===== src/rtl/fp16_to_fix.sv =====
// Two-stage FP16 to signed fixed-point converter with valid/ready on both sides.
// Stage 1 decodes the operand; stage 2 shifts, rounds half away from zero and saturates.
module fp16_to_fix #(
    parameter int OUT_W  = 32,
    parameter int FRAC_W = 16
) (
    input  logic             clk,
    input  logic             rst,
    input  logic             in_valid,
    output logic             in_ready,
    input  logic [15:0]      in_data,
    output logic             out_valid,
    input  logic             out_ready,
    output logic [OUT_W-1:0] out_data,
    output logic [3:0]       out_flags
);

    typedef enum logic [2:0] {
        CLS_ZERO,
        CLS_DENORM,
        CLS_NORMAL,
        CLS_INF,
        CLS_NAN
    } cls_t;

    // Wide enough that an 11-bit significand shifted by the largest k never wraps.
    localparam int WIDE = OUT_W + 80;
    localparam logic [WIDE-1:0]   POS_LIM = (WIDE'(1) << (OUT_W - 1)) - WIDE'(1);
    localparam logic [WIDE-1:0]   NEG_LIM = WIDE'(1) << (OUT_W - 1);
    localparam logic [OUT_W-1:0]  MAX_POS = {1'b0, {(OUT_W-1){1'b1}}};
    localparam logic [OUT_W-1:0]  MIN_NEG = {1'b1, {(OUT_W-1){1'b0}}};
    localparam logic signed [8:0] K_NORM_BIAS = 9'(FRAC_W - 25);
    localparam logic signed [8:0] K_DENORM    = 9'(FRAC_W - 24);

    logic              s1_valid_reg;
    logic              s1_sign_reg;
    cls_t              s1_cls_reg;
    logic [10:0]       s1_m_reg;
    logic signed [8:0] s1_k_reg;

    logic              out_valid_reg;
    logic [OUT_W-1:0]  out_data_reg;
    logic [3:0]        out_flags_reg;

    logic s2_load;

    assign s2_load   = ~out_valid_reg | out_ready;
    assign in_ready  = ~s1_valid_reg | s2_load;
    assign out_valid = out_valid_reg;
    assign out_data  = out_data_reg;
    assign out_flags = out_flags_reg;

    // Stage 1 decode
    logic [4:0]        exp_f;
    logic [9:0]        frac_f;
    cls_t              dec_cls;
    logic [10:0]       dec_m;
    logic signed [8:0] dec_k;

    assign exp_f  = in_data[14:10];
    assign frac_f = in_data[9:0];

    always_comb begin
        dec_cls = CLS_NORMAL;
        dec_m   = {1'b1, frac_f};
        dec_k   = $signed({4'b0000, exp_f}) + K_NORM_BIAS;
        if (exp_f == 5'd0) begin
            dec_cls = (frac_f == 10'd0) ? CLS_ZERO : CLS_DENORM;
            dec_m   = {1'b0, frac_f};
            dec_k   = K_DENORM;
        end else if (exp_f == 5'd31) begin
            dec_cls = (frac_f == 10'd0) ? CLS_INF : CLS_NAN;
        end
    end

    always_ff @(posedge clk) begin
        if (rst) begin
            s1_valid_reg <= 1'b0;
        end else if (in_ready) begin
            s1_valid_reg <= in_valid;
        end
    end

    always_ff @(posedge clk) begin
        if (in_ready && in_valid) begin
            s1_sign_reg <= in_data[15];
            s1_cls_reg  <= dec_cls;
            s1_m_reg    <= dec_m;
            s1_k_reg    <= dec_k;
        end
    end

    // Stage 2 shift / round / saturate
    logic [WIDE-1:0]  mag;
    logic             rnd_inexact;
    logic [8:0]       sh_amt;
    logic [10:0]      kept;
    logic [10:0]      rem_mask;
    logic             guard;
    logic [OUT_W-1:0] res_data_next;
    logic [3:0]       res_flags_next;

    always_comb begin
        mag         = '0;
        rnd_inexact = 1'b0;
        sh_amt      = '0;
        kept        = '0;
        rem_mask    = '0;
        guard       = 1'b0;
        if (!s1_k_reg[8]) begin
            mag = WIDE'(s1_m_reg) << s1_k_reg[7:0];
        end else begin
            sh_amt = 9'(-s1_k_reg);
            if (sh_amt >= 9'd12) begin
                rnd_inexact = |s1_m_reg;
            end else begin
                kept        = s1_m_reg >> sh_amt;
                rem_mask    = (11'd1 << sh_amt) - 11'd1;
                // Top bit of the discarded field is the guard bit.
                guard       = |(s1_m_reg & (rem_mask ^ (rem_mask >> 1)));
                rnd_inexact = |(s1_m_reg & rem_mask);
                mag         = WIDE'(kept) + WIDE'(guard);
            end
        end

        res_data_next  = '0;
        res_flags_next = 4'b0000;
        case (s1_cls_reg)
            CLS_NAN:  res_flags_next = 4'b1000;
            CLS_INF: begin
                res_data_next  = s1_sign_reg ? MIN_NEG : MAX_POS;
                res_flags_next = 4'b0110;
            end
            CLS_ZERO: res_flags_next = 4'b0000;
            default: begin
                if (s1_sign_reg ? (mag > NEG_LIM) : (mag > POS_LIM)) begin
                    res_data_next  = s1_sign_reg ? MIN_NEG : MAX_POS;
                    res_flags_next = 4'b0010;
                end else begin
                    res_data_next  = s1_sign_reg ? -mag[OUT_W-1:0] : mag[OUT_W-1:0];
                    res_flags_next = {3'b000, rnd_inexact};
                end
            end
        endcase
    end

    always_ff @(posedge clk) begin
        if (rst) begin
            out_valid_reg <= 1'b0;
            out_data_reg  <= '0;
            out_flags_reg <= 4'b0000;
        end else if (s2_load) begin
            out_valid_reg <= s1_valid_reg;
            if (s1_valid_reg) begin
                out_data_reg  <= res_data_next;
                out_flags_reg <= res_flags_next;
            end
        end
    end

endmodule

===== config.mk =====
export PLATFORM = sky130hd
export DESIGN_NAME = fp16_to_fix
export DESIGN_NICKNAME = d
export VERILOG_FILES = /design/src/rtl/fp16_to_fix.sv
export SDC_FILE = /design/constraint.sdc
export NUM_CORES = 1
export LEC_CHECK = 0
export BUFFER_PORTS_ARGS = -buffer_cell sky130_fd_sc_hd__buf_4
export CAP_MARGIN = 20
export CORE_MARGIN = 5
export CORE_UTILIZATION = 35
export CTS_CLUSTER_DIAMETER = 60
export DETAILED_ROUTE_END_ITERATION = 10
export GPL_TIMING_DRIVEN = 0
export MAX_ROUTING_LAYER = met4
export PLACE_DENSITY = 0.48
export SETUP_SLACK_MARGIN = 0.2
export SLEW_MARGIN = 30
export SYNTH_ARGS = -nofsm -noshare
export SYNTH_HDL_FRONTEND = slang
export SYNTH_SLANG_ARGS = --single-unit
export TNS_END_PERCENT = 100

===== constraint.sdc =====
create_clock -name clk -period 8.9 [get_ports clk]
set_input_delay 2.67 -clock clk [delete_from_list [all_inputs] [get_ports clk]]
set_output_delay 2.67 -clock clk [all_outputs]
set_load 0.02 [all_outputs]

==> results.py, run 1 <==
metrics = {
    "timing": {
        "setup_ws_ps": 940,
        "max_slew_margin": 0.372,
        "setup_tns_ps": 0,
        "final_hold_violation_count": 0,
        "hold_slack_ps": 460,
        "grt_setup_unrepaired": "false",
        "finalWorstPathRequiredPeriod_ps": 7960,
        "setup-violations-final": 0,
        "final_critical_path_share_of_the_clock_period": 0.894,
        "fmaxAchievable_ghz": 0.126,
        "clock_skew_ps": 9.77,
        "worst_pin_slew_ps": 930,
        "slew_viol_final": 0,
    },
    "place": {
        "detailed_place_hpwl_mm": 20.8,
        "placement.io_buffers": 57,
        "gp_congestion": 0.948,
        "placement.setup.worst_slack_ps": 873,
    },
    "synth": {
        "synth_top_cell_by_area": "sky130_fd_sc_hd__dfxtp_1",
        "synthesis.instances": 867,
        "postSynth.topFlopCell": "sky130_fd_sc_hd__dfxtp_1",
        "post_synth_mux_area_share": 0.0959,
        "synth_area_in_adders": 0.0169,
        "combinational_family_with_the_most_area_after_synthesis": "compound AO/OA/AOI/OAI gates",
        "synth_top_cell_area_share": 0.114,
        "yosys-top-cells-area": "sky130_fd_sc_hd__dfxtp_1, sky130_fd_sc_hd__edfxtp_1, sky130_fd_sc_hd__nor2_1",
        "async_reset_ff_frac": 0,
        "synthesis.area_um2": 6670,
        "part_of_the_yosys_area_used_for_sequential_elements": 0.213,
        "synth_enable_flop_cells": 22,
        "synth.net_count": 896,
        "post_synth_xor_area_fraction": 0.0407,
        "synth-seq-cells": 60,
        "mapped_avg_cell_area_um2": 7.69,
        "yosysUniqueCellTypes": 95,
        "synth_warn": 0,
        "synth-simple-area-share": 0.268,
        "yosysMostFrequentCell": "sky130_fd_sc_hd__nor2_1",
        "synthesized_area_fraction_occupied_by_ao_oa_aoi_and_oai_cells": 0.312,
        "post_synth_most_frequent_cells": "sky130_fd_sc_hd__nor2_1, sky130_fd_sc_hd__nand2_1, sky130_fd_sc_hd__o21ai_0",
    },
    "cts": {
        "cts_post_setup_buffers_inserted": 0,
        "cts-root-to-sink-buffers": 2,
        "clkLatencyLatePin_ps": 340,
        "tritoncts.num_buffers": 9,
        "clk_pin_slew_ps": 60,
        "cts_num_sinks": 60,
        "root_buffer": "sky130_fd_sc_hd__clkbuf_16",
        "cts_tree": "yes",
        "htree_num_levels": 3,
    },
    "global_route": {
        "grt_pass1_vias": 7048,
        "grt_antenna_before_repair": 0,
        "grt_pass1_wl_mm": 41.3,
        "grt_start_max_net_pins": 23,
        "grt.total_usage": 0.245,
        "grt.overflow.total": 0,
    },
    "floorplanning": {
        "die_width_um": 148,
        "fp.dieArea_um2": 21900,
        "starting_density_of_the_core": 0.356,
        "floorplan.die.height_um": 148,
        "core.rowCount": 50,
        "io-pin-count": 58,
        "fp.coreArea_um2": 18700,
    },
    "worst_setup_path": {
        "crit_path_end_kind": "flop",
        "reg2reg_from": "s1_k_reg[0]",
        "worst_path_most_repeated_cell": "sky130_fd_sc_hd__ha_1",
        "worstSetupPathType": "reg -> reg",
        "crit_path_top_delay_cell": "sky130_fd_sc_hd__o31ai_1",
        "critical_path_required_ps": 9100,
        "critical_path_peak_fanout": 10,
        "cp-start-kind": "flop",
        "max_stage_delay_ps": 590,
        "worst_ep_arrival_time_ps": 8160,
        "worstSetupStartpoint": "s1_k_reg[0]",
    },
    "power_and_ir_drop": {
        "vdd.ir_drop.worst_mv": 0.0897,
        "power.density_nw_per_um2": 145,
        "leakage_power_nw": 2.83,
        "post-layout-total-power_mw": 1.12,
    },
    "hold_path": {
        "hold_start": "out_flags[3]",
        "min-delay-path-class": "reg -> reg",
    },
    "routing": {
        "vias_per_cell": 6.37,
        "drt-pass1-iter-count": 5,
        "num_vias": 7480,
        "antenna_violating_nets_post_route": 0,
        "remaining_drc_errors": 0,
        "detailedRoute.firstIterationViolations": 815,
        "wl_per_cell_um": 22.6,
        "route.final.wire_length_mm": 26.6,
    },
    "run_status": {
        "outcome": "completed",
    },
    "layout": {
        "layout.nets": 965,
        "antenna_cells_inserted": 0,
        "post_route_cells_drive_above_1_share": 0.167,
        "area.growth.synth_to_final_pct": 15.7,
        "largest_reg_flops": 32,
    },
    "job": {
        "maxCapViolCount": 0,
    },
}
## power by group
group	total, mW	internal, mW	leakage (nW)	switching, mW
clock network	0.350	0.207	0.148	0.143
logic	0.450	0.158	2.16	0.291
registers	0.320	0.305	0.525	0.0157
total	1.12	0.670	2.83	0.450
## worst max-delay path, delay by kind of cell, from the launching register on
kind                     cells  cell delay, ps
AO/OA/AOI/OAI               10            2490
adder cells (fa/ha/maj)      5            1210
buffers and inverters       10            2490
flip-flops                   1             380
AND/OR/NAND/NOR              8            1230
## per-layer routing
| metal | vias to the layer above | GRT usage | share of wire |
|---|---|---|---|
| met5 | - | - | 0 |
| met3 | 42 | 0.0359 | 0.072 |
| li1 | 3455 | - | - |
| met1 | 3654 | 0.346 | 0.46 |
| met2 | 329 | 0.367 | 0.45 |
| met4 | 0 | 0.0647 | 0.021 |
## through the flow
stage | cells | area [um2] | util
after floorplan | 867 | 6670 | -
after global placement | 1158 | 7390 | 0.395
after detailed placement | 1159 | 7400 | 0.396
after CTS | 1175 | 7690 | 0.411
after global routing | 1175 | 7710 | 0.412
final | 1175 | 7710 | 0.412
## cell usage in the layout, fill, tap and decap left out, types with 15 or more instances in the layout
| cell | Yosys | final |
|---|---|---|
| sky130_fd_sc_hd__nor2_1 | 94 | 94 |
| sky130_fd_sc_hd__nand2_1 | 87 | 87 |
| sky130_fd_sc_hd__buf_4 | 2 | 59 |
| sky130_fd_sc_hd__o21ai_0 | 52 | 52 |
| sky130_fd_sc_hd__a21oi_1 | 51 | 51 |
| sky130_fd_sc_hd__dfxtp_1 | 38 | 38 |
| sky130_fd_sc_hd__clkbuf_1 | 37 | 36 |
| sky130_fd_sc_hd__a211oi_1 | 25 | 25 |
| sky130_fd_sc_hd__edfxtp_1 | 22 | 22 |
| sky130_fd_sc_hd__buf_2 | 17 | 17 |
| sky130_fd_sc_hd__inv_1 | 17 | 17 |
| sky130_fd_sc_hd__nand4_1 | 17 | 17 |
| sky130_fd_sc_hd__mux2_2 | 17 | 17 |
| sky130_fd_sc_hd__mux2i_1 | 17 | 17 |
| sky130_fd_sc_hd__nand3_1 | 16 | 16 |
| sky130_fd_sc_hd__nor2b_1 | 16 | 16 |
| sky130_fd_sc_hd__a31oi_1 | 16 | 16 |
| sky130_fd_sc_hd__xnor2_1 | 16 | 16 |
| sky130_fd_sc_hd__o211ai_1 | 15 | 15 |
| sky130_fd_sc_hd__nor3_1 | 15 | 15 |
| sky130_fd_sc_hd__xor2_1 | 15 | 15 |
| sky130_fd_sc_hd__nor4_1 | 16 | 15 |
## worst paths after layout
kind             endpoint  slack (ps)  cells after the start
min reg2reg  out_flags[3]         460                      2
max reg2reg  out_data[28]         940                     33
max          out_data[28]         940                     33
min          out_flags[3]         460                      2
## kinds of logic after synthesis
kind of cell               after synthesis
AOI/OAI and AO/OA                      296
xor gates and xnor gates                31
adders and majority gates                9
buffers and inverters                   81
DFF                                     60
muxes                                   49
and+or+nand+nor                        341
## final cells by class
| type | instances | area (um2) |
|---|---|---|
| inverters | 18 | 67.6 |
| plain buffers | 63 | 288 |
| fillers | 1981 | 11000 |
| clock inverters | 6 | 45.0 |
| repair buffers | 58 | 438 |
| clock buffers | 10 | 250 |
| well taps | 234 | 293 |
| flip-flops and latches | 60 | 1420 |
| multi-input cells | 726 | 4910 |
## repair_timing
item	in CTS	in global routing
setup endpoints to repair	0	10
hold buffers	0	0
resized for setup	0	3
Power figures use the tool's default switching activity.
==> run 2, diff against run 1 <==
--- a/config.mk
+++ b/config.mk
@@ -10,6 +10,7 @@
 export CORE_MARGIN = 5
 export CORE_UTILIZATION = 35
 export CTS_CLUSTER_DIAMETER = 60
+export CTS_CLUSTER_SIZE = 28
 export DETAILED_ROUTE_END_ITERATION = 10
 export GPL_TIMING_DRIVEN = 0
 export MAX_ROUTING_LAYER = met4
==> constraint.sdc (replaced) <==
create_clock -name clk -period 8.45 [get_ports clk]
set_input_delay 2.535 -clock clk [delete_from_list [all_inputs] [get_ports clk]]
set_output_delay 2.535 -clock clk [all_outputs]
set_load 0.02 [all_outputs]
==> results.py, run 2 (same netlist as run 1, synthesis figures left out) <==
metrics = {
    "run_status": {
        "outcome": "completed",
    },
    "routing": {
        "vias_per_cell": 6.34,
        "wl_per_cell_um": 22.5,
        "antenna_violating_nets_post_route": 0,
        "drt-pass1-iter-count": 5,
        "remaining_drc_errors": 0,
        "route.final.wire_length_mm": 26.5,
        "num_vias": 7455,
        "detailedRoute.firstIterationViolations": 822,
    },
    "cts": {
        "clk_pin_slew_ps": 60,
        "cts-resized-gates": 0,
        "htree_num_levels": 3,
        "cts_post_setup_buffers_inserted": 0,
        "cts_tree": "yes",
        "cts_num_sinks": 60,
        "root_buffer": "sky130_fd_sc_hd__clkbuf_16",
        "clkLatencyLatePin_ps": 340,
        "holdBufCountCts": 0,
        "tritoncts.num_buffers": 9,
        "cts-root-to-sink-buffers": 2,
    },
    "timing": {
        "grt_setup_unrepaired": "false",
        "slew_viol_final": 0,
        "setup_tns_ps": 0,
        "worst_pin_slew_ps": 911,
        "fmaxAchievable_ghz": 0.130,
        "finalWorstPathRequiredPeriod_ps": 7710,
        "max_slew_margin": 0.385,
        "setup-violations-final": 0,
        "clock_skew_ps": 9.47,
        "final_critical_path_share_of_the_clock_period": 0.913,
        "final_hold_violation_count": 0,
    },
    "floorplanning": {
        "core.rowCount": 50,
        "fp.coreArea_um2": 18700,
        "floorplan.die.height_um": 148,
        "io-pin-count": 58,
        "starting_density_of_the_core": 0.356,
        "die_width_um": 148,
        "fp.dieArea_um2": 21900,
    },
    "worst_setup_path": {
        "cp.buffers_inverters": 9,
        "critical_path_required_ps": 8720,
        "crit_path_top_delay_cell": "sky130_fd_sc_hd__nor4_2",
        "critical_path_peak_fanout": 10,
        "rrSetupSlack_ps": 740,
        "crit_path_end_kind": "flop",
        "max_stage_delay_ps": 520,
        "timing.critical_path.max_delay_family": "simple AND/OR/NAND/NOR gates",
        "worst_ep_arrival_time_ps": 7980,
        "cp-start-kind": "flop",
        "worstSetupPathType": "reg -> reg",
    },
    "power_and_ir_drop": {
        "vdd.ir_drop.worst_mv": 0.0942,
        "power_switching_share": 0.401,
        "internal_power_uw": 705,
        "power.sequential.fraction": 0.287,
        "power.density_nw_per_um2": 153,
        "power.net_switching_uw": 473,
        "leakage_power_nw": 2.84,
        "fraction_of_power_consumed_by_the_clock_network": 0.312,
        "comb_power_share": 0.401,
    },
    "layout": {
        "fill_cells": 1980,
        "fin_cells": 1175,
        "largest_reg_flops": 32,
        "post_route_cells_drive_above_1_share": 0.169,
        "mostFrequentLayoutCell": "sky130_fd_sc_hd__nor2_1",
        "antenna_cells_inserted": 0,
        "area.growth.synth_to_final_pct": 15.7,
        "area.sequential_um2": 1420,
        "most_frequent_cells_in_the_layout": "sky130_fd_sc_hd__nor2_1, sky130_fd_sc_hd__nand2_1, sky130_fd_sc_hd__buf_4",
        "layout.nets": 965,
        "footprint_of_the_multi_input_gates_um2": 4910,
    },
    "global_route": {
        "grt_start_max_net_pins": 23,
        "grt_pass1_wl_mm": 41.3,
        "grt_pass1_vias": 7048,
        "grt_antenna_before_repair": 0,
        "grt.total_usage": 0.245,
        "grt.overflow.total": 0,
    },
    "job": {
        "maxCapViolCount": 0,
    },
    "place": {
        "dpl.cell_count": 1159,
        "gp_congestion": 0.948,
        "placement.io_buffers": 57,
        "detailed_place_hpwl_mm": 20.8,
    },
    "hold_path": {
        "min-delay-path-class": "reg -> reg",
    },
}
run 2: power groups by stage:
stage / registers, mW / logic, mW / clock network, mW
2_1_floorplan: 0.355 / 0.301 / 0
3_3_place_gp: 0.344 / 0.463 / 0
3_5_place_dp: 0.344 / 0.460 / 0
4_1_cts: 0.338 / 0.462 / 0.380
5_1_grt: 0.340 / 0.508 / 0.390
6_report: 0.338 / 0.473 / 0.368
run 2: path summary, 6_finish.rpt:
| kind | start | end | depth (start not counted) |
|---|---|---|---|
| setup / recovery | s1_k_reg[0] | out_data[26] | 33 |
| hold reg to reg | out_flags[3] | out_flags[3] | 2 |
| setup reg to reg | s1_k_reg[0] | out_data[26] | 33 |
| hold / removal | out_flags[3] | out_flags[3] | 2 |
run 2: final cells by class:
type | instances | area share
Sequential cell | 60 | 0.184
Tap cell | 234 | 0.0379
Buffer | 63 | 0.0376
Clock inverter | 6 | 0.00584
Multi-Input combinational cell | 726 | 0.637
Clock buffer | 10 | 0.0324
Inverter | 18 | 0.00875
Timing Repair Buffer | 58 | 0.0567
run 2: per-stage QoR:
step / setup WS, ps / power, mW / utilization / cell area, um2 / hold WS [ps]
finish: 739 / 1.18 / 0.413 / 7720 / 460
global route: 198 / 1.24 / 0.413 / 7720 / 497
CTS: 370 / 1.18 / 0.411 / 7690 / 464
detailed placement: 423 / 0.804 / 0.396 / 7400 / 450
global placement: 325 / 0.807 / 0.395 / 7390 / 447
floorplan: 2250 / 0.655 / - / 6670 / 496
run 2: worst min-delay path, stage by stage, from the launching register on:
cell and delay (ps):
sky130_fd_sc_hd__dfxtp_1 310, sky130_fd_sc_hd__nand2_1 50, sky130_fd_sc_hd__a21oi_1 50
run 2: routing by layer:
metal  track usage  part of all wire  routed length [um]
met4        0.0647             0.024                 638
met5             -                 0                   0
met2         0.367              0.45               11800
met1         0.346              0.46               12200
met3        0.0359             0.067                1770
==> run 3, diff against run 2 <==
--- a/config.mk
+++ b/config.mk
@@ -5,7 +5,7 @@
 export SDC_FILE = /design/constraint.sdc
 export NUM_CORES = 1
 export LEC_CHECK = 0
-export BUFFER_PORTS_ARGS = -buffer_cell sky130_fd_sc_hd__buf_4
+export BUFFER_PORTS_ARGS = -buffer_cell sky130_fd_sc_hd__buf_2
 export CAP_MARGIN = 20
 export CORE_MARGIN = 5
 export CORE_UTILIZATION = 35
==> results.py, run 3 (same netlist as run 1, synthesis figures left out) <==
metrics = {
    "routing": {
        "remaining_drc_errors": 0,
        "detailedRoute.firstIterationViolations": 768,
        "highest-signal-layer": "met4",
        "route.final.wire_length_mm": 26.4,
        "wl_per_cell_um": 22.5,
        "num_vias": 7356,
        "drt-pass1-iter-count": 6,
        "wirelength_met1_mm": 12.5,
        "met2_wirelength_from_detailed_routing_mm": 11.8,
        "wl_met3_mm": 1.73,
        "vias_per_cell": 6.25,
        "antenna_violating_nets_post_route": 0,
    },
    "layout": {
        "largest_reg_flops": 32,
        "area.growth.synth_to_final_pct": 14.3,
        "mostFrequentLayoutCell": "sky130_fd_sc_hd__nor2_1",
        "antenna_cells_inserted": 0,
        "most_frequent_cells_in_the_layout": "sky130_fd_sc_hd__nor2_1, sky130_fd_sc_hd__nand2_1, sky130_fd_sc_hd__buf_2",
        "layout.nets": 967,
        "post_route_cells_drive_above_1_share": 0.170,
    },
    "worst_setup_path": {
        "worst_path_most_repeated_cell": "sky130_fd_sc_hd__buf_2",
        "max_stage_delay_ps": 450,
        "cp-start-kind": "flop",
        "crit_path_end_kind": "flop",
        "critical_path_required_ps": 8660,
        "worst_ep_arrival_time_ps": 7760,
        "crit_path_top_delay_cell": "sky130_fd_sc_hd__a32oi_4",
        "cp.buffers_inverters": 10,
        "worstSetupPathType": "reg -> reg",
        "critical_path_peak_fanout": 10,
        "timing.critical_path.max_delay_family": "simple AND/OR/NAND/NOR gates",
    },
    "power_and_ir_drop": {
        "leakage_power_nw": 2.82,
        "vdd.ir_drop.worst_mv": 0.105,
        "power.density_nw_per_um2": 155,
        "post-layout-total-power_mw": 1.18,
    },
    "global_route": {
        "grt_pass1_vias": 6937,
        "grt_pass1_wl_mm": 40.8,
        "grt.total_usage": 0.242,
        "grt.overflow.total": 0,
        "grt_antenna_before_repair": 0,
        "grt_start_max_net_pins": 23,
    },
    "cts": {
        "clkLatencyLatePin_ps": 340,
        "cts_tree": "yes",
        "cts-root-to-sink-buffers": 2,
        "clk_pin_slew_ps": 60,
        "cts_post_setup_buffers_inserted": 0,
        "htree_num_levels": 3,
        "cts_num_sinks": 60,
        "root_buffer": "sky130_fd_sc_hd__clkbuf_16",
        "tritoncts.num_buffers": 9,
    },
    "floorplanning": {
        "floorplan.die.height_um": 148,
        "starting_density_of_the_core": 0.356,
        "die_width_um": 148,
        "core.rowCount": 50,
        "fp.dieArea_um2": 21900,
        "fp.coreArea_um2": 18700,
        "io-pin-count": 58,
    },
    "hold_path": {
        "min-delay-path-class": "reg -> reg",
    },
    "timing": {
        "clock_skew_ps": 9.50,
        "finalWorstPathRequiredPeriod_ps": 7550,
        "setup_tns_ps": 0,
        "grt_setup_unrepaired": "false",
        "final_hold_violation_count": 0,
        "setup-violations-final": 0,
        "max_slew_margin": 0.372,
        "final_critical_path_share_of_the_clock_period": 0.893,
        "worst_pin_slew_ps": 934,
        "fmaxAchievable_ghz": 0.132,
        "slew_viol_final": 0,
    },
    "place": {
        "detailed_place_hpwl_mm": 20.8,
        "gp_congestion": 0.980,
        "placement.io_buffers": 57,
    },
    "job": {
        "maxCapViolCount": 0,
    },
    "run_status": {
        "outcome": "completed",
    },
}
run 3: cell count changes in the layout (fill, tap and decap cells not counted), sizes merged:
cell / change
bufinv: +1
clkinv: -2
clkinvlp: +1
buf: +2
run 3: area by class of cell:
cell class	instances	area, um2
fill	1981	11100
multi-input combinational	726	4940
sequential	60	1420
timing repair buffer	60	310
tap	234	293
buffer	63	290
clock buffer	10	229
clock inverter	6	72.6
inverter	18	67.6
run 3: path summary, 6_finish.rpt:
check	cells past startpoint	slack [ps]	from	end
max reg2reg	35	900	s1_k_reg[0]	out_data[20]
min reg2reg	2	460	out_flags[3]	out_flags[3]
min	2	460	out_flags[3]	out_flags[3]
max	35	900	s1_k_reg[0]	out_data[20]
run 3: tightest hold or removal path, cell delays in order, from the launching register on:
cell and delay (ps):
sky130_fd_sc_hd__dfxtp_1 310, sky130_fd_sc_hd__nand2_1 50, sky130_fd_sc_hd__a21oi_1 50
run 3: metrics by stage:
step,area (um2),hold slack (ps),worst slack [ps],utilization,cells
final,7620,460,902,0.407,1177
after global routing,7620,497,225,0.407,1177
after CTS,7570,458,310,0.405,1176
after detailed placement,7270,447,375,0.388,1160
after global placement,7250,445,416,0.387,1158
after floorplan,6670,496,2250,-,867
run 3: routing by layer:
layer  vias up  GRT usage
met1      3563      0.345
li1       3467          -
met5         -          -
met2       286      0.367
met3        40     0.0368
met4         0     0.0471
run 3: what timing repair did:
action / 4_1_cts / 5_1_grt
gates resized for setup: 0 / 10
setup endpoints to repair: 0 / 23
hold buffers: 0 / 0
run 3: report_power, final:
group | leakage, nW | switching, mW | internal, mW
logic | 2.15 | 0.308 | 0.159
registers | 0.525 | 0.0157 | 0.321
clock network | 0.143 | 0.145 | 0.231
